### src/rtl/noc_pkt_gen_pkg.sv
// pkt_gen_pkg: shared flit layout offsets, FSM state enum, IPv6 marker, LFSR polynomial and sop header builder
package pkt_gen_pkg;
  typedef enum logic [1:0] {IDLE, SEND, GAP, DONE} state_t;
  localparam int SOP_OFF = 0;
  localparam int EOP_OFF = 1;
  localparam int EMPTY_OFF = 2;
  localparam int EMPTY_W = 6;
  localparam int DEST_OFF = EMPTY_OFF + EMPTY_W;
  localparam logic [11:0] IPV6_MARKER = 12'h86D;
  localparam logic [31:0] LFSR_POLY = 32'h8020_0003;
  function automatic logic [63:0] sop_header(input logic [15:0] seq, input logic [3:0] flits);
    return {32'h0, IPV6_MARKER, flits, seq};
  endfunction
endpackage

### src/rtl/noc_pkt_gen_if.sv
// noc_pkt_gen_if: NoC flit stream (o_data_out, o_valid_out, o_ready_in) with master (generator) and slave (NoC) modports
interface noc_pkt_gen_if #(parameter int NOC_WIDTH = 600) ();
  logic [NOC_WIDTH-1:0] o_data_out;
  logic o_valid_out;
  logic o_ready_in;
  modport master (output o_data_out, o_valid_out, input o_ready_in);
  modport slave (input o_data_out, o_valid_out, output o_ready_in);
endinterface

### src/rtl/noc_pkt_gen_lfsr.sv
// pkt_gen_lfsr: 32-bit Galois LFSR; ports clk, reset (async active-low, seeds 1), advance (step once), value
module pkt_gen_lfsr
  import pkt_gen_pkg::*;
(
  input  logic        clk,
  input  logic        reset,
  input  logic        advance,
  output logic [31:0] value
);
  always_ff @(posedge clk or negedge reset)
    if (!reset) value <= 32'h1;
    else if (advance) value <= value[0] ? (value >> 1) ^ LFSR_POLY : value >> 1;
endmodule

### src/rtl/noc_pkt_gen.sv
// noc_pkt_gen: NoC test packet generator; ports clk, reset (async low), i_start/i_num_pkts/i_pkt_flits run control, noc flit stream (master), o_busy/o_done/o_pkt_cnt status; PKT_GEN_LFSR_EN selects LFSR payload fill
module noc_pkt_gen
  import pkt_gen_pkg::*;
#(
  parameter int DATA_WIDTH = 512,
  parameter int NOC_WIDTH = 600,
  parameter int NUM_VC = 2,
  parameter int NOC_RADIX = 16,
  parameter int DEST = 4,
  parameter int GAP_CYCLES = 2
) (
  input  logic              clk,
  input  logic              reset,
  input  logic              i_start,
  input  logic [15:0]       i_num_pkts,
  input  logic [3:0]        i_pkt_flits,
  noc_pkt_gen_if.master     noc,
  output logic              o_busy,
  output logic              o_done,
  output logic [15:0]       o_pkt_cnt
);
  localparam int DEST_W = $clog2(NOC_RADIX);
  localparam int VC_W = NUM_VC > 1 ? $clog2(NUM_VC) : 1;
  localparam int GAP_W = $clog2(GAP_CYCLES + 2);
  state_t state, nxt;
  logic [15:0] num_r;
  logic [3:0] flits_r, idx;
  logic [GAP_W-1:0] gap_cnt;
  logic acc, last_flit, last_pkt, start_ok;
  logic [31:0] word;
  logic [DATA_WIDTH-1:0] payload;
  logic [NOC_WIDTH-1:0] data;
  assign start_ok = state == IDLE && i_start;
  assign acc = noc.o_valid_out && noc.o_ready_in;
  assign last_flit = idx == flits_r - 4'd1;
  assign last_pkt = o_pkt_cnt == num_r - 16'd1;
  assign noc.o_valid_out = state == SEND;
  assign noc.o_data_out = data;
  assign o_busy = state == SEND || state == GAP;
  assign o_done = state == DONE;
`ifdef PKT_GEN_LFSR_EN
  pkt_gen_lfsr u_lfsr (.clk(clk), .reset(reset), .advance(acc), .value(word));
`else
  assign word = {o_pkt_cnt, 12'd0, idx};
`endif
  always_ff @(posedge clk or negedge reset)
    if (!reset) state <= IDLE;
    else state <= nxt;
  always_comb
    nxt = state == IDLE ? (i_start ? (i_num_pkts == 16'd0 ? DONE : SEND) : IDLE)
        : state == SEND ? (acc && last_flit ? (last_pkt ? DONE : (GAP_CYCLES > 0 ? GAP : SEND)) : SEND)
        : state == GAP  ? (gap_cnt == GAP_W'(GAP_CYCLES - 1) ? SEND : GAP)
        : IDLE;
  // o_pkt_cnt doubles as the sequence number of the packet being sent
  always_ff @(posedge clk or negedge reset)
    if (!reset) begin
      num_r <= '0;
      flits_r <= '0;
      idx <= '0;
      gap_cnt <= '0;
      o_pkt_cnt <= '0;
    end else begin
      gap_cnt <= state == GAP ? gap_cnt + 1'b1 : '0;
      if (start_ok) begin
        num_r <= i_num_pkts;
        flits_r <= i_pkt_flits == 4'd0 ? 4'd1 : i_pkt_flits;
        idx <= '0;
        o_pkt_cnt <= '0;
      end else if (acc) begin
        idx <= last_flit ? '0 : idx + 1'b1;
        if (last_flit) o_pkt_cnt <= o_pkt_cnt + 1'b1;
      end
    end
  always_comb begin
    payload = DATA_WIDTH'({(DATA_WIDTH + 31) / 32{word}});
    if (idx == 4'd0) payload[63:0] = sop_header(o_pkt_cnt, flits_r);
    data = '0;
    if (state == SEND) begin
      data[DATA_WIDTH-1:0] = payload;
      data[DATA_WIDTH+SOP_OFF] = idx == 4'd0;
      data[DATA_WIDTH+EOP_OFF] = last_flit;
      data[DATA_WIDTH+DEST_OFF +: DEST_W] = DEST_W'(DEST);
      data[DATA_WIDTH+DEST_OFF+DEST_W +: VC_W] = VC_W'(o_pkt_cnt % NUM_VC);
    end
  end
endmodule

### src/flat_wrapper.sv
// flat-port wrapper written by rule: the top's interface ports become plain ports
module noc_pkt_gen_flat import pkt_gen_pkg::*;
#(
  parameter int DATA_WIDTH = 512,
  parameter int NOC_WIDTH = 600,
  parameter int NUM_VC = 2,
  parameter int NOC_RADIX = 16,
  parameter int DEST = 4,
  parameter int GAP_CYCLES = 2
)
  (clk, reset, i_start, i_num_pkts, i_pkt_flits, o_busy, o_done, o_pkt_cnt, noc_o_data_out, noc_o_valid_out, noc_o_ready_in);
  noc_pkt_gen_if #(.NOC_WIDTH(NOC_WIDTH)) noc_i ();
  input  logic clk;
  input  logic reset;
  input  logic i_start;
  input  logic [15:0] i_num_pkts;
  input  logic [3:0] i_pkt_flits;
  output logic o_busy;
  output logic o_done;
  output logic [15:0] o_pkt_cnt;
  output wire logic [$bits(noc_i.o_data_out)-1:0] noc_o_data_out;
  output wire logic [$bits(noc_i.o_valid_out)-1:0] noc_o_valid_out;
  input wire logic [$bits(noc_i.o_ready_in)-1:0] noc_o_ready_in;
  assign noc_o_data_out = noc_i.o_data_out;
  assign noc_o_valid_out = noc_i.o_valid_out;
  assign noc_i.o_ready_in = noc_o_ready_in;
  noc_pkt_gen #(.DATA_WIDTH(DATA_WIDTH), .NOC_WIDTH(NOC_WIDTH), .NUM_VC(NUM_VC), .NOC_RADIX(NOC_RADIX), .DEST(DEST), .GAP_CYCLES(GAP_CYCLES)) u_core (.clk(clk), .reset(reset), .i_start(i_start), .i_num_pkts(i_num_pkts), .i_pkt_flits(i_pkt_flits), .noc(noc_i), .o_busy(o_busy), .o_done(o_done), .o_pkt_cnt(o_pkt_cnt));
endmodule
### config.mk
export PLATFORM = sky130hd
export DESIGN_NAME = noc_pkt_gen_flat
export DESIGN_NICKNAME = d
export VERILOG_FILES = /design/src/rtl/noc_pkt_gen_pkg.sv /design/src/rtl/noc_pkt_gen_if.sv /design/src/rtl/noc_pkt_gen_lfsr.sv /design/src/rtl/noc_pkt_gen.sv /design/src/flat_wrapper.sv
export SDC_FILE = /design/constraint.sdc
export NUM_CORES = 1
export LEC_CHECK = 0
export BUFFER_PORTS_ARGS = -buffer_cell sky130_fd_sc_hd__buf_2
export CORE_AREA = 2 2 253 255
export CTS_BUF_LIST = sky130_fd_sc_hd__clkbuf_8 sky130_fd_sc_hd__clkbuf_16
export CTS_CLUSTER_SIZE = 28
export DETAILED_ROUTE_END_ITERATION = 8
export DIE_AREA = 0 0 255 257
export PLACE_DENSITY = 0.33
export SYNTH_ARGS = -nofsm -noshare
export SYNTH_HDL_FRONTEND = slang
export SYNTH_SLANG_ARGS = --single-unit
### constraint.sdc
create_clock -name clk -period 3.4 [get_ports clk]
set_input_delay 0.34 -clock clk [delete_from_list [all_inputs] [get_ports clk]]
set_output_delay 0.34 -clock clk [all_outputs]
set_load 0.03 [all_outputs]
==> results.cfg <==
[synthesis]
synth_edf_count = 0
synth-xor-area-share_pct = 4.85
synthTopCellsByCount = 533 x buf_4, 75 x nand2_1, 48 x nor2_1
synth_flop_cell = dfrtp_1
synth_largest_area_cell = buf_4
ys_async_sr_fraction_pct = 100
ys_types = 52
synth_top_area_share_pct = 56.0
synth-compound-area-share_pct = 2.92
yosys_warnings = 0
yosysSeqAreaShare_pct = 15.4
ys_ff_latch = 44
synth_top_family_by_area = buffers and inverters
yosysMostFrequentCell = buf_4
netlist_top_cells_area = buf_4 56%, dfrtp_1 15%, nand2_1 3.9%
syn_area_mm2 = 0.00715
yosys.area_share.simple_pct = 15.8
postSynthCellCount = 935
post_synth.cell_area_avg_um2 = 7.64
yosys.area_share.adder_pct = 1.75
synthMuxAreaShare_pct = 0.700

[sta]
drv_slew = 0
fmax_mhz = 404
finalHoldViolCount = 0
tns_ps = 0
rsz0062_at_grt = false
skew_ps = 5.69
min_period_over_period_pct = 72.8
worstMarginPinSlew_ps = 972
finalSetupViolations = 0
timing.slew.headroom_pct = 35.2
layout_min_cycle_time_ps = 2480
worst_slack_ps = 924

[die]
fp-row-count = 92
io_pins = 643
core_area_mm2 = 0.0627
initial_core_util_pct = 11.4
die_h_um = 257
dieWidth_um = 255
dieArea_mm2 = 0.0655

[cts]
cts_sinks = 44
cts.repair.resized = 0
clkLatencyLatePin_ps = 300
post-cts-setup-buffer-count = 0
clock_tree.root_cell = clkbuf_16
clk_path_buf_depth = 2
ctsHoldBuffers = 0
clkTransAtPathRegs_ps = 70
tritoncts = yes
cts_htree_levels = 2
cts_inserted_buffers = 5

[routing]
detail-route-antenna-nets = 0
drtPass1Iterations = 5
routed_wl_um = 21700
vias_per_cell = 2.65
wl_per_cell_um = 11.5
dr_total_vias = 4999
drc = 0
drt-initial-drc-count = 211

[outcome]
outcome = finished clean

[global_routing]
overflow = 0
grt_pass1_vias = 3800
grt_usage_pct = 5.90
grt_max_degree = 40
grt_pass1_wl_um = 28200
antenna_found_initial = 9

[finish]
drive_gt1_share_pct = 39.2
num-fill-cells = 7350
fin_nets = 1072
area_growth_syn_to_layout_pct = 1.45
diodes = 0
post-route-util_pct = 11.6
final_cell_area_mm2 = 0.00725

[power_and_ir_drop]
cellLeakagePower_nw = 4.64
finalPower_w = 0.00435
powerDensity_mw_per_mm2 = 600
ir_drop_mv = 0.191

[worst_setup_path]
worstSetupPathType = reg2out
crit_fanout = 30
cp-end-kind = primary output
cp-start-kind = flip-flop
cp_data_required_time_ps = 3060
crit_arrival_ps = 2140

[placement]
portBuffers = 378
place_hpwl_um = 18100
pre_cts_ws_ps = 1090
place_area_mm2 = 0.00707
routabilityCongestion = 0.733

[hold_path]
min_path_type = in2async

[job]
max_cap_viol_count = 0
-- metal layers --
metal	GRT usage [%]	part of all wire, %	vias up
met3	1.10	7.5	16
li1	-	-	2338
met5	0	0.25	-
met4	1.17	0.75	8
met2	10.7	52	329
met1	7.20	40	2308
-- critical path, stage by stage, from the launching register on --
cell,delay [ps]
dfrtp_1,400
inv_1,80
ha_2,220
buf_4,290
nand2_1,80
buf_4,210
inv_1,190
o22a_1,160
buf_2,190
-- cells in the final DEF, fill, tap and decap left out, types with 2 or more instances in the layout --
cell	synthesis	layout
buf_2	0	378
conb_1	1	264
nand2_1	75	75
nor2_1	48	47
dfrtp_1	44	44
inv_1	24	24
xor2_1	20	20
and3_1	20	20
xnor2_1	17	17
nand3_1	17	17
and2_1	15	15
a21oi_1	11	11
o21ai_0	10	10
buf_4	533	10
nor3_1	9	9
ha_1	10	9
nor4_1	7	7
mux2i_1	5	5
clkbuf_16	0	5
nor3b_1	4	4
nand2b_1	3	3
nor2b_1	3	3
o22ai_1	3	3
nand4_1	3	3
and4_1	3	3
or4_1	2	2
a21o_1	2	2
-- metrics by stage --
stage / hold WS, ps / cells
floorplan: 44.4 / 1198
global placement: 422 / 1877
detailed placement: 433 / 1877
CTS: 237 / 1885
global route: 250 / 1885
finish: 182 / 1885
-- worst paths after layout --
check | start | end | slack [ps] | cells past startpoint
min reg2reg | u_core.gap_cnt[0] | u_core.gap_cnt[0] | 440 | 1
min | reset | u_core.flits_r[2] | 180 | 1
max in group asynchronous | reset | u_core.num_r[13] | 2530 | 2
min in group clk | i_num_pkts[8] | u_core.num_r[8] | 250 | 3
max | u_core.state[1] | noc_o_data_out[3] | 920 | 8
max reg2reg | u_core.flits_r[0] | u_core.o_pkt_cnt[14] | 1080 | 8
-- cells by family after synthesis --
logic type | count (synthesis)
AO/OA/AOI/OAI | 35
XOR/XNOR | 38
adder cells (fa/ha/maj) | 10
buffers and inverters | 579
flip-flops | 44
multiplexers | 5
other | 1
AND/OR/NAND/NOR | 223
-- where the power goes --
group / switching [W] / leakage [nW] / internal [W]
clock: 0.000230 / 0.0871 / 0.000369
sequential: 0.000252 / 0.576 / 0.000672
combinational: 0.00210 / 3.98 / 0.000724
-- registers in the layout (all words and copies together) (netlist names) --
register	flops
u_core.flits_r	4
u_core.gap_cnt	2
u_core.idx	4
u_core.o_pkt_cnt	16
u_core.num_r	16
u_core.state	2
-- final cells by class --
type	count	area (um^2)	area share, %
inverters	24	90.1	1.24
multi-input cells	575	2860	39.4
clock inverters	2	38.8	0.535
clock buffers	6	139	1.92
flip-flops and latches	44	1100	15.2
well taps	846	1060	14.6
repair buffers	388	1970	27.1
No activity file was read; power rests on OpenSTA's default activity.
